### config.mk
export PLATFORM = sky130hd
export DESIGN_NAME = mips_datapath_immediate_extend_shift_pipe
export DESIGN_NICKNAME = d
export VERILOG_FILES = /design/src/rtl/mips_datapath_immediate_extend_shift_pipe.sv
export SDC_FILE = /design/constraint.sdc
export NUM_CORES = 1
export LEC_CHECK = 0
export BUFFER_PORTS_ARGS = -buffer_cell sky130_fd_sc_hd__buf_2
export CORE_MARGIN = 4
export CORE_UTILIZATION = 48
export DETAILED_ROUTE_END_ITERATION = 6
export PLACE_DENSITY = 0.83
export SETUP_SLACK_MARGIN = 0.15
export SLEW_MARGIN = 20
export SYNTH_ARGS = -nofsm -noshare
export SYNTH_HDL_FRONTEND = slang
export SYNTH_SLANG_ARGS = --single-unit
### constraint.sdc
create_clock -name clock -period 2.1 [get_ports clock]
set_clock_uncertainty 0.1 [all_clocks]
set_input_delay 0.42 -clock clock [delete_from_list [all_inputs] [get_ports clock]]
set_output_delay 0.42 -clock clock [all_outputs]
set_load 0.02 [all_outputs]
### src/rtl/mips_datapath_immediate_extend_shift_pipe.sv
// mips_datapath_immediate_extend_shift_pipe
//
// Two-stage valid/ready immediate generator for the ID/EX boundary.
//   Stage 1: extends the IMM_W-bit immediate to WORD_W bits (zero, sign or one fill).
//   Stage 2: shifts the extended word by a run-time amount and flags lost 1-bits.
// A sideband tag travels with each immediate unchanged.
//
// Build option:
//   MIPS_DATAPATH_IMMEDIATE_RIGHT_SHIFT_EN - when defined, shiftMode 10 (right logical)
//   and 11 (right arithmetic) are implemented; otherwise they behave as "none" and
//   the right shifter is not built.
//
// Ports:
//   clock, reset      - rising-edge clock, asynchronous active-high reset
//   inValid/inReady   - input handshake (inReady never depends on inValid)
//   immIn, extend     - raw immediate and fill select (00 zero, 01 sign, 10 one, 11 sign)
//   shiftMode, shamt  - 00 none, 01 left, 10 right logical, 11 right arithmetic; amount
//   tagIn/tagOut      - sideband tag in/out
//   outValid/outReady - output handshake
//   immOut, lostBits  - shifted word and "a 1-bit fell off the word" flag
//   busy              - either stage holds a valid entry
//
// Parameter constraints: IMM_W < WORD_W, WORD_W a power of two, SHAMT_W = log2(WORD_W).

module mips_datapath_immediate_extend_shift_pipe #(
    parameter int IMM_W   = 16,
    parameter int WORD_W  = 32,
    parameter int SHAMT_W = 5,
    parameter int TAG_W   = 4
) (
    input  logic               clock,
    input  logic               reset,
    input  logic               inValid,
    output logic               inReady,
    input  logic [IMM_W-1:0]   immIn,
    input  logic [1:0]         extend,
    input  logic [1:0]         shiftMode,
    input  logic [SHAMT_W-1:0] shamt,
    input  logic [TAG_W-1:0]   tagIn,
    output logic               outValid,
    input  logic               outReady,
    output logic [WORD_W-1:0]  immOut,
    output logic               lostBits,
    output logic [TAG_W-1:0]   tagOut,
    output logic               busy
);

    localparam int FILL_W = WORD_W - IMM_W;
    localparam logic [WORD_W-1:0] ALL_ONES = '1;

    // Stage 1 state
    logic               s1_valid_reg;
    logic [WORD_W-1:0]  ext_reg;
    logic [1:0]         mode_reg;
    logic [SHAMT_W-1:0] shamt_reg;
    logic [TAG_W-1:0]   tag_s1_reg;

    // Stage 2 state (drives the outputs directly)
    logic               s2_valid_reg;
    logic [WORD_W-1:0]  imm_out_reg;
    logic               lost_reg;
    logic [TAG_W-1:0]   tag_out_reg;

    logic               s1_adv;
    logic               fill_bit;
    logic [FILL_W-1:0]  fill;
    logic [WORD_W-1:0]  shift_next;
    logic               lost_next;

    // Stage 1 may hand its entry on whenever stage 2 is empty or is being drained.
    assign s1_adv  = !s2_valid_reg || outReady;
    assign inReady = !s1_valid_reg || s1_adv;

    // Fill value: 00 zero, 10 one, 01/11 replicate the immediate's sign bit.
    always_comb begin
        fill_bit = immIn[IMM_W-1];
        case (extend)
            2'b00:   fill_bit = 1'b0;
            2'b10:   fill_bit = 1'b1;
            default: fill_bit = immIn[IMM_W-1];
        endcase
    end

    generate
        for (genvar gi = 0; gi < FILL_W; gi++) begin : g_fill
            assign fill[gi] = fill_bit;
        end
    endgenerate

    // Shifter and lost-bit detector. The lost-bit masks select the bits pushed past
    // the word edge; with shamt = 0 the mask is empty, so the flag is 0 for free.
    always_comb begin
        shift_next = ext_reg;
        lost_next  = 1'b0;
        case (mode_reg)
            2'b01: begin
                shift_next = ext_reg << shamt_reg;
                lost_next  = |(ext_reg & ~(ALL_ONES >> shamt_reg));
            end
`ifdef MIPS_DATAPATH_IMMEDIATE_RIGHT_SHIFT_EN
            2'b10: begin
                shift_next = ext_reg >> shamt_reg;
                lost_next  = |(ext_reg & ~(ALL_ONES << shamt_reg));
            end
            2'b11: begin
                shift_next = $unsigned($signed(ext_reg) >>> shamt_reg);
                lost_next  = |(ext_reg & ~(ALL_ONES << shamt_reg));
            end
`endif
            default: begin
                shift_next = ext_reg;
                lost_next  = 1'b0;
            end
        endcase
    end

    // Stage 1: when ready, either load a new request or go empty (the old entry,
    // if any, is advancing into stage 2 on this same edge).
    always_ff @(posedge clock or posedge reset) begin
        if (reset) begin
            s1_valid_reg <= 1'b0;
            ext_reg      <= '0;
            mode_reg     <= '0;
            shamt_reg    <= '0;
            tag_s1_reg   <= '0;
        end else if (inReady) begin
            s1_valid_reg <= inValid;
            if (inValid) begin
                ext_reg    <= {fill, immIn};
                mode_reg   <= shiftMode;
                shamt_reg  <= shamt;
                tag_s1_reg <= tagIn;
            end
        end
    end

    // Stage 2: data only changes on a real load, so outputs hold while stalled.
    always_ff @(posedge clock or posedge reset) begin
        if (reset) begin
            s2_valid_reg <= 1'b0;
            imm_out_reg  <= '0;
            lost_reg     <= 1'b0;
            tag_out_reg  <= '0;
        end else if (s1_adv) begin
            s2_valid_reg <= s1_valid_reg;
            if (s1_valid_reg) begin
                imm_out_reg <= shift_next;
                lost_reg    <= lost_next;
                tag_out_reg <= tag_s1_reg;
            end
        end
    end

    assign outValid = s2_valid_reg;
    assign immOut   = imm_out_reg;
    assign lostBits = lost_reg;
    assign tagOut   = tag_out_reg;
    assign busy     = s1_valid_reg || s2_valid_reg;

endmodule

==> metrics.md, run 1 <==
| Metric | Value |
|---|---|
| Status | `finished, final reports clean` |
| Max_cap viols | `0` |
| Number of synthesized register bits | `67` |
| Place WS | `-13.2 ps` |
| Antenna diode instance count | `0` |
| Core area | `8340 um2` |
| Final-layout fill cell count | `683` |
| Io pins | `73` |
| Worst Tran Pin Value | `439 ps` |
| Post-DP HPWL | `9060 um` |
| CTS max path bufs | `2` |
| Vias | `3862` |
| Fin crit share | `95.4%` |
| Critical path arrival | `2140 ps` |
| Vias in the first global route | `3702` |
| Fin. Hold Viols | `0` |
| CTS tree | `done` |
| Worst reg2reg endpoint | `immOut[13]$_DFFE_PP0P_` |
| Internal reg-to-reg setup slack | `100 ps` |
| Setup WS post-layout | `97.1 ps` |
| Crit path to | `immOut[13]$_DFFE_PP0P_` |
| Congestion Overflow GR | `0` |
| P_sw | `2.08 mW` |
| Final GP Congestion | `1.02` |
| Max_slew headroom | `70.6%` |
| Max frequency | `0.499 GHz` |
| Post-route ant nets | `0` |
| IO Port Bufs | `72` |
| Crit. Startpoint | `shamt_reg[1]$_DFFE_PP0P_` |
| Mapped Nets | `456` |
| Switching share of power | `38.6%` |
| Netlist Area Pre-Place | `4190 um2` |
| Synth unique cells | `49` |
| Combinational share of power | `44.1%` |
| Post-synthesis average cell area | `9.91 um2` |
| Number of flip-flops under the largest register name | `32` |
| DR WL/cell | `20.3 um` |
| VDD IR-drop max | `0.573 mV` |
| Initial antenna violation count | `0` |
| Worst EP required | `2240 ps` |
| Setup TNS | `0 ps` |
| Via density | `6.17` |
| Tmin final | `2000 ps` |
| Number of synthesized flops with an enable pin | `0` |
| Die Area | `10300 um2` |
| Largest net degree at the start of global routing | `68` |
| Post-Syn Instances | `423` |
| Pwr dens | `1010 nW/um2` |
| Initial Util | `50.2%` |
| Clock slew at reported path FFs | `80 ps` |
| Critical R2R Launch | `shamt_reg[1]$_DFFE_PP0P_` |
| Number of detailed-route iterations in the first pass | `5` |
| Chip height | `101 um` |
| Synth area leaders | `dfrtp_1 40%, mux2_2 11%, mux4_2 4.8%` |
| Die width | `101 um` |
| Clock Latency Late Sink | `350 ps` |
| P&R area growth vs syn | `27.4%` |
| Pins over their slew limit | `0` |
| Yosys top cell by area | `dfrtp_1` |
| Worst Reg-to-Reg Cells | `6` |
| Total Power | `5.39 mW` |
| FFs w/ async S/R, synth | `100%` |
| CTS root buf | `clkbuf_8` |
| Hold crit path type | `in -> async` |
| Nets | `549` |
| H-tree depth | `3` |
| Number of clock sinks seen by CTS | `67` |
| RSZ-0062 raised after global routing | `true` |
| Internal power | `3.31 mW` |
| Global-route wire length before repair | `19700 um` |
| Top-area cell type share of the netlist area | `40.0%` |
| Final wirelength | `12700 um` |
| Post-synthesis sequential area ratio | `40.0%` |
| WS Path Type | `reg -> reg` |
| Row cnt | `33` |
| Crit-path max FO | `7` |
| CTS hold repair buffers | `0` |
| First DRT Iteration DRCs | `329` |
| Inserted Clock Buffers | `9` |
| Most used DFF post-synth | `dfrtp_1` |
| Crit end category | `flip-flop` |
| Sequential Power Share | `33.9%` |
| Layout cell share with drive strength beyond 1 | `43.8%` |
| Syn. warnings | `0` |
| Crit start category | `flip-flop` |
| GRT Overall Usage | `25.1%` |
| Setup violations, final | `0` |
| Pleak | `2.35 nW` |
| Residual DRC | `0` |
| Clk pwr share | `21.9%` |
| Final Non-Filler Cells | `626` |
| Cells after DPL | `603` |
==> cells in the mapped netlist (4+ instances only) <==
| cell type | instances |
|---|---|
| a31oi_1 | 5 |
| buf_6 | 4 |
| a221oi_1 | 9 |
| mux4_1 | 6 |
| a211oi_1 | 7 |
| mux4_2 | 9 |
| o21ai_0 | 19 |
| nand2b_1 | 8 |
| nor2b_1 | 4 |
| mux2i_1 | 18 |
| o221ai_1 | 4 |
| nand2_1 | 44 |
| o22ai_1 | 4 |
| buf_2 | 10 |
| o211ai_1 | 5 |
| dfrtp_1 | 67 |
| mux2_2 | 41 |
| a21oi_1 | 32 |
| inv_1 | 4 |
| clkbuf_1 | 22 |
| nor2_1 | 50 |
| nand3_1 | 5 |
==> routing by layer <==
metal	routed length, um	GRT usage (%)	vias to the layer above
li1	-	-	1761
met5	0	0	-
met1	5390	34.2	1896
met2	6140	39.9	177
met4	272	9.00	0
met3	884	5.10	28
==> critical path, cell delays in order, from the launching register on <==
cell,delay (ps)
dfrtp_2,500
buf_6,130
mux4_2,510
mux2_4,300
nor2_1,110
a31o_2,140
o221ai_2,90
==> cells by family after synthesis <==
group,count (synthesis),synth area share (%)
AND/OR/NAND/NOR,128,13.4
AO/OA/AOI/OAI,111,17.8
multiplexers,74,23.9
flip-flops,67,40.0
buffers and inverters,43,4.87
==> power groups by stage <==
stage	Combinational (mW)	Sequential, mW	Clock [mW]
after detailed placement	2.16	1.83	0
after global placement	2.14	1.82	0
after CTS	2.27	1.82	1.20
after global routing	2.54	1.86	1.26
final	2.38	1.83	1.18
after floorplan	1.19	2.00	0
==> layout make-up <==
type / instances / area (um2) / area share [%]
well taps: 105 / 131 / 2.46
inverters: 4 / 22.5 / 0.422
clock inverters: 7 / 92.6 / 1.73
multi-input cells: 313 / 2410 / 45.2
repair buffers: 121 / 873 / 16.4
clock buffers: 9 / 124 / 2.32
flip-flops and latches: 67 / 1680 / 31.5
==> placed cells by master, fill, tap and decap left out, types with 5 or more instances in the layout <==
cell type   n
buf_12      7
a221oi_2    5
o211ai_1    5
a31oi_1     5
nor2_1     46
nand3_1     5
o21ai_0    18
nor2_2      5
clkbuf_8    9
mux2_2     37
mux2i_1    14
dfrtp_1    61
dfrtp_2     6
mux4_2     13
a211oi_1    6
nand2b_1    8
buf_2      72
buf_4      36
nand2_1    44
a21oi_1    28
==> worst min path at each step <==
stage / start / end
2_1_floorplan: tag_s1_reg[0]$_DFFE_PP0P_ / tagOut[0]$_DFFE_PP0P_
3_3_place_gp: tag_s1_reg[0]$_DFFE_PP0P_ / tagOut[0]$_DFFE_PP0P_
3_5_place_dp: tag_s1_reg[2]$_DFFE_PP0P_ / tagOut[2]$_DFFE_PP0P_
4_1_cts: reset / immOut[29]$_DFFE_PP0P_
5_1_grt: reset / immOut[29]$_DFFE_PP0P_
6_report: reset / immOut[29]$_DFFE_PP0P_
==> timing repair <==
item	in CTS	in global routing
buffers inserted	4	1
cloned	1	1
endpoints found under the setup margin	22	29
gates resized for setup	20	23
pin swaps	0	6
==> metrics by stage <==
stage / area, um2 / hold WS (ps) / utilization [%]
floorplan: 4190 / 333 / -
global placement: 4900 / 345 / 58.7
detailed placement: 4900 / 355 / 58.7
CTS: 5230 / 61.3 / 62.8
global route: 5340 / 88.6 / 64.0
finish: 5340 / 46.2 / 64.0
No activity file was read; power rests on OpenSTA's default activity.
==> run 2: changes to the inputs <==
- PLACE_DENSITY: 0.83 -> not set
- PLACE_DENSITY_LB_ADDON: not set -> 0.1
==> metrics.md, run 2 (same netlist as run 1, synthesis figures left out) <==
| Metric | Value |
|---|---|
| Status | `finished, final reports clean` |
| Place WS | `-50.4 ps (-37.3 ps)` |
| P&R area growth vs syn | `34.1%` |
| Clock slew at reported path FFs | `80 ps (about the same)` |
| Initial Util | `50.2% (unchanged)` |
| Global-route wire length before repair | `20500 um (+4.0%)` |
| Commonest non-fill, non-tap cell in the layout | `buf_2` |
| Worst Tran Pin Value | `412 ps (-26.6 ps)` |
| Layout cell share with drive strength beyond 1 | `47.0% (+3.2 points)` |
| Final-layout fill cell count | `677 (-0.88%)` |
| Antenna diode instance count | `0 (unchanged)` |
| Congestion Overflow GR | `0 (unchanged)` |
| Setup WS post-layout | `56.8 ps (-40.3 ps)` |
| Inserted Clock Buffers | `9 (unchanged)` |
| Commonest cells after routing, fill and taps aside | `72 x buf_2, 62 x dfrtp_1, 47 x nor2_1` |
| DR WL/cell | `20.5 um (+1.1%)` |
| Residual DRC | `0 (unchanged)` |
| RSZ-0062 raised after global routing | `true` |
| Number of clock sinks seen by CTS | `67 (unchanged)` |
| Row cnt | `33 (unchanged)` |
| Core area | `8340 um2 (unchanged)` |
| Pins over their slew limit | `0 (unchanged)` |
| Post-DP HPWL | `9010 um (-0.60%)` |
| Max_slew headroom | `72.3% (+1.7 points)` |
| Die width | `101 um (unchanged)` |
| Crit start category | `flip-flop` |
| Final wirelength | `13100 um (+3.2%)` |
| Worst EP required | `2220 ps (-20 ps)` |
| Worst Reg-to-Reg Cells | `8 (+2)` |
| Pwr dens | `1030 nW/um2 (+2.0%)` |
| First DRT Iteration DRCs | `337 (+2.4%)` |
| FF/Latch Area | `1680 um2 (about the same)` |
| Max frequency | `0.489 GHz (-2.0%)` |
| IO Port Bufs | `72 (unchanged)` |
| CTS hold repair buffers | `0 (unchanged)` |
| Hold crit path type | `in -> async` |
| Via density | `6.14 (-0.46%)` |
| Total Power | `5.78 mW (+7.3%)` |
| Crit-path max FO | `6 (-1)` |
| H-tree depth | `3 (unchanged)` |
| CTS max path bufs | `2 (unchanged)` |
| Tmin final | `2040 ps (+40.3 ps)` |
| Vias | `3924 (+1.6%)` |
| Number of flip-flops under the largest register name | `32 (unchanged)` |
| Vias in the first global route | `3831 (+3.5%)` |
| CTS tree | `done` |
| Pleak | `2.47 nW (+5.2%)` |
| GRT Overall Usage | `26.0% (+0.87 points)` |
| Final GP Congestion | `0.923 (-9.6%)` |
| WS Path Type | `reg -> reg` |
| Post-route ant nets | `0 (unchanged)` |
| Nets | `562 (+2.4%)` |
| Number of detailed-route iterations in the first pass | `5 (unchanged)` |
| Fin. Hold Viols | `0 (unchanged)` |
| Initial antenna violation count | `0 (unchanged)` |
| VDD IR-drop max | `0.559 mV (-2.4%)` |
| Max_cap viols | `0 (unchanged)` |
| Io pins | `73 (unchanged)` |
| Area of the multi-input gates | `2500 um2 (+3.8%)` |
| Largest net degree at the start of global routing | `68 (unchanged)` |
| Clock Latency Late Sink | `350 ps (about the same)` |
| Crit end category | `flip-flop` |
| Setup violations, final | `0 (unchanged)` |
| Fin crit share | `97.3% (+1.9 points)` |
| Die Area | `10300 um2 (unchanged)` |
| Chip height | `101 um (unchanged)` |
| CTS root buf | `clkbuf_8` |
| Critical path arrival | `2170 ps (+30 ps)` |
run 2: routing by layer:
metal	global-route usage, %	up-vias	share of wire [%]
li1	-	1784	-
met1	35.6	1913	42
met2	40.1	194	47
met3	5.85	33	8.3
met4	10.2	0	2.6
met5	0	-	0
run 2: critical path: stages, from the launching register on:
cell,delay (ps)
dfrtp_2,500
buf_12,160
buf_16,120
mux2_4,310
mux2i_4,170
buf_6,120
mux2i_1,60
a211oi_1,280
a211oi_1,100
run 2: area by class of cell:
class / count / share of cell area (%)
multi-input cells: 313 / 44.5
flip-flops and latches: 67 / 29.9
repair buffers: 134 / 18.3
well taps: 105 / 2.34
clock inverters: 7 / 2.23
clock buffers: 9 / 2.20
inverters: 4 / 0.401
run 2: worst paths after layout:
kind | endpoint | startpoint | slack (ps)
max | immOut[23]$_DFFE_PP0P_ | shamt_reg[1]$_DFFE_PP0P_ | 60
min | ext_reg[12]$_DFFE_PP0P_ | reset | 50
max reg2reg | immOut[23]$_DFFE_PP0P_ | shamt_reg[1]$_DFFE_PP0P_ | 60
min reg2reg | tagOut[0]$_DFFE_PP0P_ | tag_s1_reg[0]$_DFFE_PP0P_ | 370
max in group asynchronous | ext_reg[4]$_DFFE_PP0P_ | reset | 1550
min in group clock | s1_valid_reg$_DFFE_PP0N_ | inValid | 180
run 2: metrics by stage:
stage | hold WS [ps] | cell area, um2 | util [%] | cells | TNS (ps)
2_1_floorplan | 333 | 4190 | - | 423 | 0
3_3_place_gp | 341 | 4930 | 59.1 | 607 | -126
3_5_place_dp | 352 | 4930 | 59.1 | 607 | -164
4_1_cts | 61.8 | 5360 | 64.2 | 631 | 0
5_1_grt | 80.8 | 5620 | 67.4 | 639 | 0
6_report | 50.8 | 5620 | 67.4 | 639 | 0
run 2: repair_timing:
item | 4_1_cts | 5_1_grt
resized for setup | 18 | 54
endpoints found under the setup margin | 23 | 29
gates cloned | 3 | 0
hold endpoints to repair | 0 | 0
setup buffers | 5 | 8
pin swaps | 2 | 20
run 2: report_power, final:
part | internal, mW | switching [mW] | leakage [nW]
Clock | 0.799 | 0.550 | 0.124
Combinational | 1.22 | 1.38 | 1.57
Sequential | 1.57 | 0.273 | 0.785
Total | 3.58 | 2.20 | 2.47
==> run 3: changes to the inputs <==
- RECOVER_POWER: not set -> 50
==> metrics.md, run 3 (same netlist as run 1, synthesis figures left out) <==
| Metric | Value |
|---|---|
| CTS root buf | `clkbuf_8` |
| Crit end category | `flip-flop` |
| VDD IR-drop max | `0.560 mV (+0.21%)` |
| CTS max path bufs | `2 (unchanged)` |
| Placed Instance Area | `4930 um2 (unchanged)` |
| Crit. Startpoint | `shamt_reg[1]$_DFFE_PP0P_` |
| Vias in the first global route | `3831 (unchanged)` |
| Die Area | `10300 um2 (unchanged)` |
| Worst reg2reg endpoint | `immOut[23]$_DFFE_PP0P_` |
| Crit start category | `flip-flop` |
| P&R area growth vs syn | `33.0%` |
| Status | `finished, final reports clean` |
| Sequential Power Share | `32.0% (+0.2 points)` |
| Residual DRC | `0 (unchanged)` |
| Nets | `562 (unchanged)` |
| Pins over their slew limit | `0 (unchanged)` |
| Slowest Stage Delay on Critical Path | `500 ps (about the same)` |
| Max_cap viols | `0 (unchanged)` |
| Layout cell share with drive strength beyond 1 | `44.2% (-2.8 points)` |
| Critical R2R Launch | `shamt_reg[1]$_DFFE_PP0P_` |
| Core Util, Final | `66.8% (-0.59 points)` |
| First DRT Iteration DRCs | `362 (+7.4%)` |
| P_sw | `2.20 mW (+0.13%)` |
| Row cnt | `33 (unchanged)` |
| Chip height | `101 um (unchanged)` |
| IO Port Bufs | `72 (unchanged)` |
| CTS tree | `done` |
| CTS hold repair buffers | `0 (unchanged)` |
| Fin crit share | `97.1% (-0.18 points)` |
| Vias | `3929 (+0.13%)` |
| Largest net degree at the start of global routing | `68 (unchanged)` |
| Setup violations, final | `0 (unchanged)` |
| Internal reg-to-reg setup slack | `60 ps (about the same)` |
| Commonest non-fill, non-tap cell in the layout | `dfrtp_1` |
| Switching share of power | `38.3% (+0.23 points)` |
| Crit-path max FO | `6 (unchanged)` |
| Tmin final | `2040 ps (-3.68 ps)` |
| Commonest cells after routing, fill and taps aside | `62 x dfrtp_1, 58 x buf_2, 47 x nor2_1` |
| Hold crit path type | `in -> reg` |
| Number of detailed-route iterations in the first pass | `6 (+1)` |
| Die width | `101 um (unchanged)` |
| Pleak | `2.42 nW (-2.2%)` |
| Io pins | `73 (unchanged)` |
| Fin. Hold Viols | `0 (unchanged)` |
| Worst EP required | `2220 ps (about the same)` |
| Final Cell Area | `5570 um2 (-0.87%)` |
| Pwr dens | `1030 nW/um2 (+0.40%)` |
| H-tree depth | `3 (unchanged)` |
| Clock Latency Late Sink | `350 ps (about the same)` |
| Initial Util | `50.2% (unchanged)` |
| Number of clock sinks seen by CTS | `67 (unchanged)` |
| Inserted Clock Buffers | `9 (unchanged)` |
| GRT Overall Usage | `26.0% (unchanged)` |
| Final-layout fill cell count | `687 (+1.5%)` |
| Max frequency | `0.490 GHz (+0.18%)` |
| Cells after DPL | `607 (unchanged)` |
| Antenna diode instance count | `0 (unchanged)` |
| DR WL/cell | `20.5 um (-0.24%)` |
| Number of flip-flops under the largest register name | `32 (unchanged)` |
| Initial antenna violation count | `0 (unchanged)` |
| WS Path Type | `reg -> reg` |
| Congestion Overflow GR | `0 (unchanged)` |
| Max_slew headroom | `3.01% (-69 points)` |
| Final GP Congestion | `0.923 (unchanged)` |
| Combinational share of power | `44.5% (-0.4 points)` |
| Clock slew at reported path FFs | `80 ps (about the same)` |
| Clk pwr share | `23.5% (+0.2 points)` |
| Worst Tran Pin Value | `1450 ps (+1040 ps)` |
| Post-route ant nets | `0 (unchanged)` |
| Crit path to | `immOut[23]$_DFFE_PP0P_` |
| CP cell instances | `buf_12 > buf_16 > mux2_4 > mux2i_4 > buf_6 > mux2i_1 > a211oi_1 > a211oi_1` |
| Global-route wire length before repair | `20500 um (unchanged)` |
| RSZ-0062 raised after global routing | `true` |
| Core area | `8340 um2 (unchanged)` |
| Most used cell, CP | `a211oi_1` |
| Internal power | `3.55 mW (-0.84%)` |
| Final Non-Filler Cells | `639 (unchanged)` |
| Post-DP HPWL | `9010 um (unchanged)` |
| Worst path slowest cell | `dfrtp_2` |
| Final wirelength | `13100 um (-0.24%)` |
| Via density | `6.15 (+0.13%)` |
| Critical path arrival | `2160 ps (about the same)` |
| Worst Reg-to-Reg Cells | `8 (unchanged)` |
[run 3: power groups by stage]
stage,Sequential [mW],Combinational [mW],Clock [mW]
after detailed placement,1.84,2.18,0
after CTS,1.82,2.32,1.38
final,1.84,2.56,1.35
after global placement,1.82,2.17,0
after global routing,1.88,2.74,1.43
after floorplan,2.00,1.19,0
[run 3: worst max-delay path, delay by kind of cell, from the launching register on]
| family | cells | cell delay [ps] |
|---|---|---|
| multiplexers | 3 | 540 |
| AO/OA/AOI/OAI | 2 | 370 |
| flip-flops | 1 | 500 |
| buffers and inverters | 3 | 400 |
[run 3: how the worst min path moves through the flow]
stage	startpoint	to	slack, ps	cells after the start
after CTS	reset	mode_reg[0]$_DFFE_PP0P_	60	3
after detailed placement	tag_s1_reg[0]$_DFFE_PP0P_	tagOut[0]$_DFFE_PP0P_	350	2
final	inValid	s1_valid_reg$_DFFE_PP0N_	180	2
after floorplan	tag_s1_reg[0]$_DFFE_PP0P_	tagOut[0]$_DFFE_PP0P_	330	2
after global placement	tag_s1_reg[2]$_DFFE_PP0P_	tagOut[2]$_DFFE_PP0P_	340	2
after global routing	inValid	s1_valid_reg$_DFFE_PP0N_	170	2
[run 3: final cells by class]
cell class / count / area, um2 / area share, %
multi-input combinational: 313 / 2500 / 44.9
sequential: 67 / 1680 / 30.2
timing repair buffer: 134 / 982 / 17.6
tap: 105 / 131 / 2.36
clock inverter: 7 / 125 / 2.25
clock buffer: 9 / 124 / 2.22
inverter: 4 / 22.5 / 0.404
[run 3: per-stage QoR]
step           power [mW]  hold slack [ps]  worst slack [ps]  setup TNS (ps)
2_1_floorplan        3.19              333               201               0
3_3_place_gp         3.99              341             -47.1            -126
3_5_place_dp         4.02              352             -50.4            -164
4_1_cts              5.52             61.8              99.2               0
5_1_grt              6.04              171              21.2               0
6_report             5.76              180              60.5               0
[run 3: what timing repair did]
action                                  4_1_cts  5_1_grt
gates cloned                                  3        0
resized for setup                            18       54
pin swaps                                     2       20
setup buffers                                 5        8
endpoints found under the setup margin       23       29
[run 3: layer usage]
| metal | up-vias | wire, um | track usage (%) |
|---|---|---|---|
| met4 | 0 | 345 | 10.2 |
| li1 | 1785 | - | - |
| met1 | 1909 | 5440 | 35.6 |
| met5 | - | 0 | 0 |
| met3 | 36 | 1120 | 5.85 |
| met2 | 199 | 6170 | 40.1 |
